==> config.mk <==
export PLATFORM = sky130hd
export DESIGN_NAME = mpu_writeback
export DESIGN_NICKNAME = d
export VERILOG_FILES = /design/src/rtl/mpu_writeback_pkg.sv /design/src/rtl/mpu_wb_fifo.sv /design/src/rtl/mpu_writeback.sv
export SDC_FILE = /design/constraint.sdc
export NUM_CORES = 1
export LEC_CHECK = 0
export BUFFER_PORTS_ARGS = -buffer_cell sky130_fd_sc_hd__buf_2
export CORE_MARGIN = 10
export CORE_UTILIZATION = 61
export DETAILED_ROUTE_END_ITERATION = 6
export MAX_ROUTING_LAYER = met4
export PLACE_DENSITY = 0.81
export SYNTH_ARGS = -nofsm -noshare
export SYNTH_HDL_FRONTEND = slang
export SYNTH_HIERARCHICAL = 1
export SYNTH_SLANG_ARGS = --single-unit
==> constraint.sdc <==
create_clock -name clk -period 4.4 [get_ports clk]
set_input_delay 0.44 -clock clk [delete_from_list [all_inputs] [get_ports clk]]
set_output_delay 0.44 -clock clk [all_outputs]
set_load 0.01 [all_outputs]
==> src/rtl/mpu_writeback_pkg.sv <==
// Shared MPU data types: element format, matrix geometry and the
// store/writeback state encodings used by the memory-side stages.
package mpu_data_types;
  localparam int unsigned MBITS           = 3;
  localparam int unsigned NBITS           = 3;
  localparam int unsigned MATRIX_REG_BITS = 2;

  typedef logic [31:0] float_sp;

  typedef enum logic [1:0] {
    ST_IDLE,
    ST_READ,
    ST_EMIT
  } store_state_e;

  typedef enum logic [2:0] {
    WB_IDLE,
    WB_REQUEST,
    WB_CAPTURE,
    WB_DRAIN,
    WB_DONE
  } wb_state_e;
endpackage

==> src/rtl/mpu_wb_fifo.sv <==
// Synchronous element FIFO; a push into a full FIFO succeeds only when
// a pop frees a slot on the same edge.
module mpu_wb_fifo
  import mpu_data_types::*;
#(
  parameter int unsigned DEPTH = 16
) (
  input  logic    clk,
  input  logic    rst,
  input  logic    i_push,
  input  float_sp i_push_data,
  input  logic    i_pop,
  output logic    o_full,
  output logic    o_empty,
  output float_sp o_head
);
  localparam int unsigned AW = $clog2(DEPTH);

  float_sp    r_mem [DEPTH];
  logic [AW:0] r_wr_ptr;
  logic [AW:0] r_rd_ptr;
  logic        w_do_push;
  logic        w_do_pop;

  assign o_empty   = (r_wr_ptr == r_rd_ptr);
  assign o_full    = (r_wr_ptr[AW] != r_rd_ptr[AW]) &&
                     (r_wr_ptr[AW-1:0] == r_rd_ptr[AW-1:0]);
  assign w_do_pop  = i_pop && !o_empty;
  assign w_do_push = i_push && (!o_full || w_do_pop);
  assign o_head    = r_mem[r_rd_ptr[AW-1:0]];

  always_ff @(posedge clk) begin
    if (rst) begin
      r_wr_ptr <= '0;
      r_rd_ptr <= '0;
    end else begin
      if (w_do_push) r_wr_ptr <= r_wr_ptr + 1'b1;
      if (w_do_pop)  r_rd_ptr <= r_rd_ptr + 1'b1;
    end
  end

  always_ff @(posedge clk) begin
    if (w_do_push) r_mem[r_wr_ptr[AW-1:0]] <= i_push_data;
  end
endmodule

==> src/rtl/mpu_writeback.sv <==
// Writeback engine: requests a matrix store, buffers the non-stallable
// element stream and drains it to an external write port at base+offset.
module mpu_writeback
  import mpu_data_types::*;
#(
  parameter int unsigned FIFO_DEPTH = 16,
  parameter int unsigned ADDR_W     = 16,
  parameter int unsigned CNT_W      = MBITS + NBITS + 2
) (
  input  logic                     clk,
  input  logic                     rst,
  input  logic                     cmd_valid_in,
  input  logic [MATRIX_REG_BITS:0] cmd_reg_addr_in,
  input  logic [ADDR_W-1:0]        cmd_mem_base_in,
  output logic                     busy_out,
  output logic                     store_req_out,
  output logic [MATRIX_REG_BITS:0] mem_store_addr_out,
  input  logic                     mem_store_en_in,
  input  float_sp                  mem_store_element_in,
  output logic                     ext_wr_valid_out,
  input  logic                     ext_wr_ready_in,
  output logic [ADDR_W-1:0]        ext_wr_addr_out,
  output float_sp                  ext_wr_data_out,
  output logic                     done_out,
  output logic [CNT_W-1:0]         elem_count_out,
  output logic                     overflow_err_out
);
  wb_state_e r_state;
  wb_state_e w_next;

  logic [ADDR_W-1:0] r_base;
  logic [ADDR_W-1:0] r_wr_off;
  logic [CNT_W-1:0]  r_cap_cnt;
  logic              r_store_req;
  logic              w_accept;
  logic              w_capture;
  logic              w_pop;
  logic              w_full;
  logic              w_empty;
  float_sp           w_head;

  assign w_accept  = (r_state == WB_IDLE) && cmd_valid_in;
  assign w_capture = mem_store_en_in &&
                     ((r_state == WB_REQUEST) || (r_state == WB_CAPTURE));
  assign w_pop     = !w_empty && ext_wr_ready_in;

  mpu_wb_fifo #(.DEPTH(FIFO_DEPTH)) u_fifo (
    .clk        (clk),
    .rst        (rst),
    .i_push     (w_capture),
    .i_push_data(mem_store_element_in),
    .i_pop      (w_pop),
    .o_full     (w_full),
    .o_empty    (w_empty),
    .o_head     (w_head)
  );

  always_ff @(posedge clk) begin
    if (rst) r_state <= WB_IDLE;
    else     r_state <= w_next;
  end

  always_comb begin
    w_next = r_state;
    unique case (r_state)
      WB_IDLE:    if (cmd_valid_in)     w_next = WB_REQUEST;
      WB_REQUEST: if (mem_store_en_in)  w_next = WB_CAPTURE;
      WB_CAPTURE: if (!mem_store_en_in) w_next = WB_DRAIN;
      WB_DRAIN:   if (w_empty)          w_next = WB_DONE;
      WB_DONE:                          w_next = WB_IDLE;
      default:                          w_next = WB_IDLE;
    endcase
  end

  always_comb begin
    busy_out         = (r_state != WB_IDLE);
    done_out         = (r_state == WB_DONE);
    store_req_out    = r_store_req;
    ext_wr_valid_out = !w_empty;
    ext_wr_data_out  = w_empty ? '0 : w_head;
    ext_wr_addr_out  = r_base + r_wr_off;
  end

  // Request is registered off acceptance so it covers exactly the entry cycle of WB_REQUEST.
  always_ff @(posedge clk) begin
    if (rst) begin
      r_store_req        <= 1'b0;
      r_base             <= '0;
      r_wr_off           <= '0;
      r_cap_cnt          <= '0;
      mem_store_addr_out <= '0;
      elem_count_out     <= '0;
      overflow_err_out   <= 1'b0;
    end else begin
      r_store_req <= w_accept;
      if (w_accept) begin
        mem_store_addr_out <= cmd_reg_addr_in;
        r_base             <= cmd_mem_base_in;
        r_wr_off           <= '0;
        r_cap_cnt          <= '0;
        elem_count_out     <= '0;
        overflow_err_out   <= 1'b0;
      end else begin
        if (w_pop)     r_wr_off  <= r_wr_off + 1'b1;
        if (w_capture) r_cap_cnt <= r_cap_cnt + 1'b1;
        if (w_capture && w_full && !w_pop) overflow_err_out <= 1'b1;
        if (w_next == WB_DONE && r_state != WB_DONE) elem_count_out <= r_cap_cnt;
      end
    end
  end
endmodule
==> flow_metrics.py <==
metrics = {
    "run_status": {
        "status": "complete, no violations",
    },
    "detailed_routing": {
        "ant_nets": 0,
        "routed_wl_mm": 52.6,
        "drt_iter0_markers": 1216,
        "routedWlPerCell_um": 27.8,
        "drc": 0,
        "via_per_inst": 6.33,
        "dr.pass1.iters": 6,
        "vias": 12000,
    },
    "pwr": {
        "switching_share_pct": 20.6,
        "powerDensity_nw_per_um2": 417,
        "pwr-share-clk_pct": 39.9,
        "net-switching-power_mw": 2.24,
        "ir_drop_mv": 0.358,
        "pwr-share-seq_pct": 55.9,
        "leakage_nw": 8.53,
        "power_frac_comb_pct": 4.2,
        "power.internal_mw": 8.62,
    },
    "worst_setup_path": {
        "cp_num_buf_inv": 2,
        "max_stage_delay_ps": 690,
        "r2r_start": "u_fifo/r_wr_ptr[2]",
        "startpoint_type": "flop",
        "cpLargestDelayFamily": "multiplexers",
        "crit_arrival_ps": 3150,
        "worstSetupPathType": "flop to output port",
        "end_kind": "output port",
        "slowest_stage": "dfxtp_4",
        "r2r_cells": 8,
        "cpMostUsedCell": "mux4_2",
        "r2r_end": "u_fifo/r_mem[3][2]",
        "r2r_setup_slack_ps": 1100,
        "crit_required_ps": 3960,
        "critPathMaxFanout": 34,
        "cp_cell_sequence": "buf_4 > mux4_2 > mux4_2 > nor2b_1 > buf_2",
    },
    "timing": {
        "clock_skew_ps": 17.6,
        "fmax_mhz": 279,
        "slew_headroom_pct": 20.3,
        "hold_violations": 0,
        "timing.setup.tns_ps": 0,
        "worstMarginPinSlew_ps": 1200,
        "period_needed_ps": 3590,
        "finalMaxSlewViolations": 0,
        "setup_violations": 0,
        "rsz0062_at_grt": "false",
        "fin_crit_sh_pct": 81.5,
    },
    "grt": {
        "antenna_found_initial": 4,
        "grt_pass1_vias": 12300,
        "grt_pass1_wl_mm": 79.2,
        "grt-ovfl-total": 0,
        "grt_max_degree": 63,
        "grt_use_total_pct": 23.5,
    },
    "synth": {
        "synth_cell_types": 56,
        "synth_adder_area_share_pct": 1.27,
        "syn_inst": 1187,
        "ys_ff_latch": 582,
        "syn_area_sq_um": 23200,
        "synth_xor_area_share_pct": 1.81,
        "muxShareOfSynthArea_pct": 16.2,
        "syn-num-nets": 1266,
        "synth_edf_count": 512,
        "yosysSeqAreaShare_pct": 72.2,
        "synth-simple-area-share_pct": 4.72,
        "synth_top_family_by_area": "multiplexers",
        "avgSynthCellArea_sq_um": 19.6,
        "postSynth.asyncResetShare_pct": 0,
        "yosys_most_used_dff": "edfxtp_1",
        "yosysWarnings": 6,
        "synth_compound_area_share_pct": 2.16,
    },
    "min_path": {
        "worstHoldPathCells": 3,
        "min_path_type": "primary input to flop",
        "whs_endpoint": "mem_store_addr_out[1]",
        "hp-start": "cmd_reg_addr_in[1]",
    },
    "cts": {
        "hold_buffers": 0,
        "cts_resized": 0,
        "ctsHtreeMaxLevel": 2,
        "clkSinkCount": 582,
        "clockRootBuffer": "clkbuf_16",
        "clk_latency_ps": 600,
        "cts_tree": "yes",
        "cts_buffers": 53,
        "post_cts_buffers": 0,
        "clk_path_buf_depth": 3,
        "clkTransAtPathRegs_ps": 60,
    },
    "die": {
        "num_rows": 71,
        "ioPinCount": 120,
        "initial_core_util_pct": 61.8,
        "core_area_sq_um": 37600,
        "dieArea_sq_um": 46300,
        "die_h_um": 215,
        "die_x_um": 215,
    },
    "finish": {
        "layout.nets": 1411,
        "drive_gt1_share_pct": 27.7,
        "utilization_pct": 69.3,
        "area_growth_pct": 12.1,
        "fillers": 2247,
    },
    "job": {
        "maxCapViolations": 0,
    },
    "placed_design": {
        "gp_congestion": 0.846,
        "dp_hpwl_mm": 29.0,
        "port_buffers": 119,
    },
}
synthesized netlist by cell type (3+ instances only):
master	instances	area, sq um
o21ai_0	9	45.0
nand2_1	75	282
inv_1	9	33.8
ha_1	22	275
buf_6	12	135
buf_4	4	30.0
buf_1	7	26.3
nor3_1	6	30.0
nand3_1	8	40.0
o211ai_1	3	22.5
mux2i_1	5	50.1
a21oi_1	44	220
clkbuf_1	23	86.3
nor2b_1	39	244
mux4_2	136	3060
a21o_1	4	30.0
buf_2	11	55.1
nand4_1	5	31.3
nor2_1	48	180
and2_1	5	31.3
edfxtp_1	512	15400
and3_1	21	131
dfxtp_1	70	1400
mux4_1	24	631
xnor2_1	25	219
xor2_1	23	201
nor3b_1	3	22.5
metal layers:
layer  routed length (um)  global-route usage [%]
met4                 1580                    8.59
met3                 4130                    4.03
met5                    0                       -
met1                19600                    29.4
met2                27300                    38.4
flip-flops by register name, indices dropped and copies added, names as in the netlist, named ones only:
name	cells
u_fifo/r_mem	512
store_req_out	1
r_wr_off	16
r_state	3
u_fifo/r_wr_ptr	5
r_base	16
mem_store_addr_out	3
elem_count_out	8
overflow_err_out	1
u_fifo/r_rd_ptr	5
r_cap_cnt	8
power groups by stage:
stage	Clock (mW)	Sequential (mW)	Combinational, mW
2_1_floorplan	0	6.18	0.259
3_3_place_gp	0	6.18	0.439
3_5_place_dp	0	6.19	0.456
4_1_cts	4.40	6.07	0.461
5_1_grt	4.60	6.07	0.497
6_report	4.33	6.07	0.456
cells by family (layout without fill, tap and decap cells):
group,count (synthesis),in the layout
buffers and inverters,68,255
AO/OA/AOI/OAI,79,79
adder cells (fa/ha/maj),23,23
flip-flops,582,582
other,0,5
AND/OR/NAND/NOR,221,221
XOR/XNOR,48,48
multiplexers,166,166
tightest hold or removal path: stages:
cell and delay (ps):
buf_2 90, nand2_1 40, a21oi_1 50
cells in the final DEF (no fill, tap or decap), types with 3 or more instances in the layout:
cell type and count:
clkbuf_1 18, clkinv_2 5, mux4_1 24, nor3b_1 3, o21ai_0 9, inv_1 9
o211ai_1 3, nor3_1 5, diode_2 5, a21o_1 4, clkbuf_16 53, clkinv_1 14
a21oi_1 44, nor2b_1 37, buf_4 27, buf_2 119, dfxtp_1 66, nor2_1 47
and3_1 9, nand3_1 8, ha_1 22, buf_12 3, edfxtp_1 512, xnor2_1 25
and2_1 5, nand4_1 5, xor2_1 23, and3_2 12, mux4_2 136, mux2i_1 5
nand2_1 75, bufinv_16 3
stage by stage:
| step | setup WS, ps | instance area, sq um | hold slack [ps] | total power [mW] | std cells |
|---|---|---|---|---|---|
| finish | 813 | 26000 | 85.8 | 10.9 | 1890 |
| global route | 710 | 26000 | 73.0 | 11.2 | 1889 |
| CTS | 764 | 26000 | 55.4 | 10.9 | 1885 |
| detailed placement | 1190 | 24400 | 447 | 6.64 | 1788 |
| global placement | 1270 | 24400 | 442 | 6.62 | 1788 |
| floorplan | 370 | 23200 | 437 | 6.44 | 1187 |
layout make-up:
cell class	instances	area [sq um]	area share, %
flip-flops and latches	582	16800	64.4
multi-input cells	537	6110	23.5
clock buffers	71	1390	5.35
repair buffers	149	858	3.30
well taps	511	639	2.45
clock inverters	26	213	0.817
inverters	9	33.8	0.130
diodes	5	12.5	0.0480
worst max-delay path by stage:
stage | from | endpoint | slack, ps | cells after the start
3_3_place_gp | u_fifo/r_wr_ptr[2] | u_fifo/r_mem[3][15] | 1270 | 8
2_1_floorplan | u_fifo/r_wr_ptr[3] | u_fifo/r_mem[3][0] | 370 | 9
4_1_cts | flop | ext_wr_data_out[31] | 760 | 5
6_report | flop | ext_wr_data_out[31] | 810 | 5
3_5_place_dp | u_fifo/r_wr_ptr[2] | u_fifo/r_mem[3][18] | 1190 | 8
5_1_grt | flop | ext_wr_data_out[31] | 710 | 5
(Power assumes the default switching activity.)
